===== config.mk =====
export PLATFORM = sky130hd
export DESIGN_NAME = imm_extend_stage
export DESIGN_NICKNAME = d
export VERILOG_FILES = /design/src/rtl/imm_extend_stage.sv
export SDC_FILE = /design/constraint.sdc
export NUM_CORES = 1
export LEC_CHECK = 0
export CORE_MARGIN = 2
export CORE_UTILIZATION = 30
export DETAILED_ROUTE_END_ITERATION = 8
export SLEW_MARGIN = 20
export SYNTH_ARGS = -nofsm -noshare
export SYNTH_HDL_FRONTEND = slang
export SYNTH_SLANG_ARGS = --single-unit
export TNS_END_PERCENT = 30

===== constraint.sdc =====
create_clock -name clk -period 1.4 [get_ports clk]
set_clock_uncertainty 0.05 [all_clocks]
set_input_delay 0.21 -clock clk [delete_from_list [all_inputs] [get_ports clk]]
set_output_delay 0.21 -clock clk [all_outputs]
set_load 0.005 [all_outputs]

===== src/rtl/imm_extend_stage.sv =====
// imm_extend_stage: immediate extension for the multi-cycle CPU datapath.
// The raw immediate is extended when it is pushed. The result then sits in a
// 2-entry FIFO, so decode and execute can stall independently.
//
// Handshake (both sides): a transfer happens on a rising clk edge where valid
// and ready are both high. A producer holding valid keeps its data stable
// until that edge. in_ready is taken from registered occupancy only. It never
// looks at out_ready, so no combinational path runs from in_* to out_*.
module imm_extend_stage #(
  parameter int IN_W  = 4,
  parameter int OUT_W = 8,
  parameter int ZX_W  = 3,
  parameter int SHIFT = 2
) (
  input  logic             clk,
  input  logic             reset_n,
  input  logic             in_valid,
  output logic             in_ready,
  input  logic [IN_W-1:0]  in_ext,
  input  logic [1:0]       imm_source,
  input  logic             flush,
  output logic             out_valid,
  input  logic             out_ready,
  output logic [OUT_W-1:0] out_ext,
  output logic [1:0]       out_mode
);

  localparam int EXT_W = IN_W + SHIFT;

  // Reject parameter sets that would truncate the branch immediate or read
  // bits the raw field does not have.
  generate
    if (OUT_W < EXT_W) begin : g_bad_out_w
      $error("imm_extend_stage: OUT_W must be >= IN_W+SHIFT");
    end
    if (ZX_W > IN_W) begin : g_bad_zx_w
      $error("imm_extend_stage: ZX_W must be <= IN_W");
    end
  endgenerate

  // Extension modes.
  localparam logic [1:0] MODE_DP     = 2'b00;
  localparam logic [1:0] MODE_MEM    = 2'b01;
  localparam logic [1:0] MODE_BRANCH = 2'b10;
  localparam logic [1:0] MODE_RAW    = 2'b11;

  // FIFO state.
  logic [OUT_W-1:0] ext_mem_q  [2];
  logic [OUT_W-1:0] ext_mem_d  [2];
  logic [1:0]       mode_mem_q [2];
  logic [1:0]       mode_mem_d [2];
  logic             wr_ptr_q, wr_ptr_d;
  logic             rd_ptr_q, rd_ptr_d;
  logic [1:0]       count_q, count_d;

  logic             push;
  logic             pop;
  logic [EXT_W-1:0] shifted;
  logic [OUT_W-1:0] ext_val;

  // Extend the incoming immediate according to the selected mode.
  always_comb begin
    shifted = EXT_W'(in_ext) << SHIFT;
    ext_val = '0;
    case (imm_source)
      MODE_DP:     ext_val = OUT_W'(in_ext[ZX_W-1:0]);
      MODE_MEM:    ext_val = OUT_W'(in_ext[ZX_W-1:0]);
      MODE_BRANCH: ext_val = OUT_W'($signed(shifted));
      MODE_RAW:    ext_val = OUT_W'(in_ext);
      default:     ext_val = '0;
    endcase
  end

  // Handshake outputs and head-of-FIFO data, all from registered state.
  // When the FIFO is empty the outputs read as zero.
  always_comb begin
    in_ready  = reset_n && (count_q != 2'd2);
    out_valid = (count_q != 2'd0);
    out_ext   = out_valid ? ext_mem_q[rd_ptr_q]  : '0;
    out_mode  = out_valid ? mode_mem_q[rd_ptr_q] : 2'b00;
    push      = in_valid && in_ready;
    pop       = out_valid && out_ready;
  end

  // Next-state for pointers, occupancy and storage.
  // Flush wins over any push or pop in the same cycle.
  always_comb begin
    ext_mem_d  = ext_mem_q;
    mode_mem_d = mode_mem_q;
    wr_ptr_d   = wr_ptr_q;
    rd_ptr_d   = rd_ptr_q;
    count_d    = count_q;
    if (flush) begin
      wr_ptr_d = 1'b0;
      rd_ptr_d = 1'b0;
      count_d  = 2'd0;
    end else begin
      if (push) begin
        ext_mem_d[wr_ptr_q]  = ext_val;
        mode_mem_d[wr_ptr_q] = imm_source;
        wr_ptr_d             = wr_ptr_q + 1'b1;
      end
      if (pop) begin
        rd_ptr_d = rd_ptr_q + 1'b1;
      end
      case ({push, pop})
        2'b10:   count_d = count_q + 2'd1;
        2'b01:   count_d = count_q - 2'd1;
        default: count_d = count_q;
      endcase
    end
  end

  // State registers. Asynchronous reset clears everything, including storage,
  // so no partial entry survives a reset.
  always_ff @(posedge clk or negedge reset_n) begin
    if (!reset_n) begin
      ext_mem_q[0]  <= '0;
      ext_mem_q[1]  <= '0;
      mode_mem_q[0] <= 2'b00;
      mode_mem_q[1] <= 2'b00;
      wr_ptr_q      <= 1'b0;
      rd_ptr_q      <= 1'b0;
      count_q       <= 2'd0;
    end else begin
      ext_mem_q  <= ext_mem_d;
      mode_mem_q <= mode_mem_d;
      wr_ptr_q   <= wr_ptr_d;
      rd_ptr_q   <= rd_ptr_d;
      count_q    <= count_d;
    end
  end

endmodule


==> flow_summary.toml, run 1 <==
[run_status]
status = "complete, but fails checks"
failed_checks = "setup timing"

[power]
leakagePower_nw = 0.776
p_per_area_nw_per_um2 = 889
ir_drop_uv = 605

[hold_path]
min_path_type = "in2async"

[layout]
layout-drive-gt1-share_pct = 45.8
area_growth_pct = 48.1
fillerInstances = 322
regArea_um2 = 502
final_cell_area_um2 = 1580
nNetsFinal = 155
diodes = 0
multi_input_area_um2 = 541
fin_cells = 188

[die]
die_h_um = 63.6
row_count = 21
initial_utilization_pct = 31.5
die-width_um = 63.6
io_pins = 23
core_um2 = 3390
dieArea_um2 = 4050

[setup_path]
r2r_cells = 6
path_class = "reg2out"
r2r-start = "count_q[1]$_DFFE_PN0P_"
crit_fanout = 3
cp.required_ns = 1.14
start_kind = "flip-flop"
crit_arrival_ns = 1.35
timing.critical_path.from = "rd_ptr_q$_DFFE_PN0P_"
worstSetupEndpointType = "primary output"

[yosys]
synth_cell_types = 27
syn_inst = 93
yosysSeqAreaShare_pct = 46.9
ys_warn_count = 0
synth_area_um2 = 1070
synth-seq-cells = 20
syn_nets = 104
syn_avg_cell_area_um2 = 11.5

[sta]
relSlewSlack_pct = 85.4
final-hold-violation-count = 0
finalWorstSetupSlack_ns = -0.207
fmax_mhz = 622
slew_viol_final = 0
period_minus_slack_ns = 1.61
setup_viol = 29
grt_setup_unrepaired = "true"
period_share_pct = 115
hold_slack_ns = 0.326
timing_worst_slew_pin_value_ns = 0.218

[placed_design]
hpwl_um = 1830
gp_congestion = 0.752
preCtsSetupSlack_ns = -0.295
dpl-instance-area_um2 = 1480
portBuffers = 22
dp_cells = 177

[route]
wl_met2_um = 1270
wl_met3_um = 98
dr.max_layer_used = "met4"
post-route-drc-count = 0
dr.pass1.iters = 4
drt_iter0_markers = 38
m1WireLength_um = 1140
ant_nets = 0
vias_per_cell = 4.59
via_count = 862
routedWlPerCell_um = 13.4
routed_wl_um = 2530

[global_route]
antenna_found_initial = 0
grt_overflow = 0
grt_max_degree = 13
grt_pass1_wl_um = 4420
grt_pass1_vias = 942
grt_usage_pct = 14.1

[clock_tree]
cts_tree = "built"
clk_pin_slew_ns = 0.11
root_buffer = "clkbuf_4"
cts-htree-levels = 1
cts_inserted_buffers = 3
clk_latency_ns = 0.30
cts_sinks = 20
cts_buffer_depth = 2

[job]
maxCapViolCount = 0
-- cells in the final DEF (no fill, tap or decap), types with 2 or more instances in the layout --
master / Yosys / routed
clkdlybuf4s50_1: 0 / 10
buf_2: 2 / 10
nor2b_1: 2 / 2
nor2_1: 11 / 10
buf_6: 0 / 11
mux2i_1: 13 / 11
buf_4: 2 / 17
inv_1: 7 / 7
a21oi_1: 2 / 2
mux2_2: 13 / 13
nand2_1: 3 / 3
o21ai_0: 2 / 2
clkbuf_4: 0 / 3
dfrtp_1: 20 / 19
-- worst max-delay path, stage by stage (launching register included) --
cell and delay (ns):
dfrtp_2 0.46, buf_6 0.13, buf_6 0.11, mux2i_1 0.11, nor2_1 0.11, buf_2 0.13
-- synth_stat cells --
library cell,instances,area (µm²)
nor2b_1,2,12.5
o21ai_0,2,10.0
a21o_2,1,8.76
mux2_2,13,146
nand2b_4,1,13.8
nor2_1,11,41.3
xor2_1,1,8.76
buf_2,2,10.0
and2b_1,1,7.51
a21oi_1,2,10.0
nand3b_1,1,7.51
nor2_2,1,6.26
and2_2,1,7.51
buf_4,2,15.0
or3_1,1,6.26
nand4b_4,1,23.8
dfrtp_1,20,500
mux2i_1,13,130
nand4_4,1,21.3
a31oi_1,1,6.26
nand4b_1,1,8.76
o211ai_1,1,7.51
a32oi_1,1,8.76
nand3_1,1,5.00
inv_1,7,26.3
nand2b_1,1,6.26
nand2_1,3,11.3
-- final cells by class --
cell class | instances | share of cell area, %
sequential | 20 | 31.7
timing repair buffer | 50 | 27.3
tap | 46 | 3.64
inverter | 7 | 1.66
clock buffer | 3 | 1.43
multi-input combinational | 62 | 34.2
-- registers in the layout, summed over array words and instances, names as in the netlist --
signal      cells
wr_ptr_q        1
mode_mem_q      4
count_q         2
rd_ptr_q        1
ext_mem_q      12
-- final timing paths --
kind,to,slack (ns)
hold / removal,ext_mem_q[11]$_DFFE_PN0P_,0.33
hold reg to reg,mode_mem_q[2]$_DFFE_PN0P_,0.47
min in group clk,mode_mem_q[2]$_DFFE_PN0P_,0.47
setup reg to reg,ext_mem_q[12]$_DFFE_PN0P_,-0.13
setup / recovery,out_ext[2],-0.21
max in group asynchronous,ext_mem_q[6]$_DFFE_PN0P_,0.79
-- logic make-up (layout without fill, tap and decap cells) --
| family | after synthesis | count (layout) | synth area share (%) |
|---|---|---|---|
| xor+xnor | 1 | 1 | 0.821 |
| simple gates | 27 | 27 | 16.8 |
| buf+inv | 11 | 60 | 4.81 |
| flops | 20 | 20 | 46.9 |
| mux | 26 | 26 | 25.9 |
| compound gates | 8 | 8 | 4.81 |
-- metal layers --
metal	up-vias	track usage (%)
li1	417	-
met1	427	18.3
met2	16	23.3
met3	2	3.39
met4	0	3.80
met5	-	0
-- stage by stage --
stage	TNS, ns	util, %	power, mW
after floorplan	0	-	0.927
after global placement	-5.59	43.7	1.10
after detailed placement	-6.52	43.7	1.12
after CTS	-4.05	45.6	1.41
after global routing	-5.15	46.6	1.50
final	-2.74	46.6	1.40
-- repair_timing --
action / in CTS / in global routing
resized for setup: 57 / 7
hold buffers: 0 / 0
buffers inserted: 10 / 1
setup endpoints to repair: 28 / 30
pin swaps: 7 / 4
-- report_power, final --
part           switching, mW  internal, mW
clock                  0.169         0.100
sequential            0.0636         0.680
combinational          0.154         0.237
total                  0.387          1.02
Power figures use the tool's default switching activity.
==> inputs of run 2 (changes only) <==
Settings changed: CORE_UTILIZATION 30 to 36.
Clock period 1.4 ns to 1.7 ns, I/O delays scaled along.
==> flow_summary.toml, run 2 (synthesis results as in run 1) <==
[run_status]
status = "complete, but fails checks"
failed_checks = "setup timing"

[sta]
timing_worst_slew_pin_value_ns = 0.212
relSlewSlack_pct = 85.7
finalWorstSetupSlack_ns = -0.0312
setup_viol = 3
grt_setup_unrepaired = "true"
fmax_mhz = 578
slew_viol_final = 0
final-hold-violation-count = 0
period_share_pct = 102
period_minus_slack_ns = 1.73

[route]
routedWlPerCell_um = 13.8
vias_per_cell = 4.88
drt_iter0_markers = 25
dr.pass1.iters = 4
ant_nets = 0
routed_wl_um = 2260
post-route-drc-count = 0
via_count = 800

[power]
ir_drop_uv = 1020
swShare_pct = 24.5
power_mw = 1.28
p_int_mw = 0.969
switching_power_mw = 0.314
pwr-share-clk_pct = 30.4
p_per_area_nw_per_um2 = 860
leakagePower_nw = 0.756
combPwrFrac_pct = 22.3
seqPwrFrac_pct = 47.2

[setup_path]
worstSetupEndpointType = "primary output"
crit_arrival_ns = 1.43
crit_fanout = 5
cp_num_buf_inv = 3
crit_top_cell = "nor2_2"
critPathTopFamily = "buffers and inverters"
cp_slowest_cell = "dfrtp_1"
path_class = "reg2out"
cp.required_ns = 1.39
max_stage_delay_ns = 0.43
cp_cell_sequence = "nor2_2, buf_12, buf_4, nor2_2, dlygate4sd2_1"
start_kind = "flip-flop"

[layout]
layout-drive-gt1-share_pct = 36.1
diodes = 0
final_cell_area_um2 = 1490
top_register = "ext_mem_q"
layout_commonest_cell = "dfrtp_1"
largest_reg_flops = 12
top_regs = "ext_mem_q: 12 flops, mode_mem_q: 4 flops, count_q: 2 flops"
nNetsFinal = 145
area_growth_pct = 39.9
layout_common_cells = "dfrtp_1 (19), buf_4 (14), mux2i_1 (13), mux2_2 (13)"

[global_route]
antenna_found_initial = 0
grt_pass1_wl_um = 3860
grt_usage_pct = 15.1
met2_usage_pct = 22.6
grt_overflow = 0
top_usage_layer = "met2"
grt_max_degree = 13
grt_util_met3_pct = 4.40
met1_usage_pct = 21.1
grt_pass1_vias = 828

[clock_tree]
cts_hold_buffers = 0
cts-htree-levels = 1
root_buffer = "clkbuf_4"
clk_latency_ns = 0.31
cts_buffer_depth = 2
clk_pin_slew_ns = 0.13
cts_tree = "built"
cts_sinks = 20
cts_inserted_buffers = 3

[placed_design]
portBuffers = 22
hpwl_um = 1670
gp_congestion = 0.722
dpl-instance-area_um2 = 1410

[die]
core_um2 = 2780
io_pins = 23
initial_utilization_pct = 38.4
row_count = 19
dieArea_um2 = 3420
die-width_um = 58.5
die_h_um = 58.5

[hold_path]
min_path_type = "in2async"

[job]
maxCapViolCount = 0
run 2: cell types whose count changed in the layout (fill, tap and decap cells not counted), moves of 2 or more:
cell	change
dlygate4sd2_1	+4
buf_4	-3
mux2i_1	+2
buf_2	-10
clkbuf_2	+5
buf_6	-9
run 2: per-stage QoR:
| stage | setup slack (ns) | hold WS (ns) | cells | utilization, % | TNS, ns |
|---|---|---|---|---|---|
| 5_1_grt | -0.101 | 0.195 | 164 | 53.7 | -0.368 |
| 3_3_place_gp | -0.0133 | 0.438 | 155 | 50.7 | -0.0702 |
| 6_report | -0.0312 | 0.178 | 164 | 53.7 | -0.0896 |
| 4_1_cts | -0.126 | 0.177 | 161 | 53.0 | -0.171 |
| 2_1_floorplan | 0.428 | -0.0906 | 93 | - | 0 |
| 3_5_place_dp | -0.0217 | 0.443 | 155 | 50.7 | -0.121 |
run 2: worst paths after layout:
check / end / start / slack [ns] / cells after the start
max: out_ext[7] / count_q[1]$_DFFE_PN0P_ / -0.03 / 5
min: count_q[1]$_DFFE_PN0P_ / reset_n / 0.18 / 2
max reg2reg: ext_mem_q[3]$_DFFE_PN0P_ / count_q[1]$_DFFE_PN0P_ / 0.21 / 5
min reg2reg: mode_mem_q[1]$_DFFE_PN0P_ / mode_mem_q[1]$_DFFE_PN0P_ / 0.47 / 1
max in group asynchronous: ext_mem_q[2]$_DFFE_PN0P_ / reset_n / 1.04 / 3
min in group clk: mode_mem_q[1]$_DFFE_PN0P_ / mode_mem_q[1]$_DFFE_PN0P_ / 0.47 / 1
run 2: routing by layer:
metal	vias to the layer above	wire length [µm]
li1	400	-
met1	378	1090
met2	20	1030
met3	2	127
met4	0	17
met5	-	0
run 2: layout make-up:
cell class | count | area (µm²)
clock buffers | 3 | 22.5
clock inverters | 1 | 30.0
fillers | 269 | 1290
inverters | 7 | 26.3
multi-input cells | 62 | 518
flip-flops and latches | 20 | 502
well taps | 31 | 38.8
repair buffers | 40 | 355
run 2: worst reg2reg max path, delay by kind of cell (launching register included):
kind | cells | cell delay (ns)
muxes | 1 | 0.33
DFF | 1 | 0.43
and+or+nand+nor | 2 | 0.26
buffers and inverters | 2 | 0.28
run 2: power groups by stage:
stage	Clock (mW)	Sequential, mW	Combinational, mW
after floorplan	0	0.602	0.162
after global placement	0	0.612	0.283
after detailed placement	0	0.614	0.290
after CTS	0.402	0.605	0.284
after global routing	0.416	0.616	0.321
final	0.391	0.606	0.287
run 2: timing repair:
action                                  in CTS  in global routing
pin swaps                                    0                  1
endpoints found under the setup margin      12                 12
gates resized for setup                     15                 15
hold endpoints to repair                     0                  0
buffers inserted                             2                  3
==> inputs of run 3 (changes only) <==
Settings changed: ABC_CLOCK_PERIOD_IN_PS from default to 1700.
==> results of run 3 <==
Same layout as run 2: the final DEF is identical, and so are final timing and power.
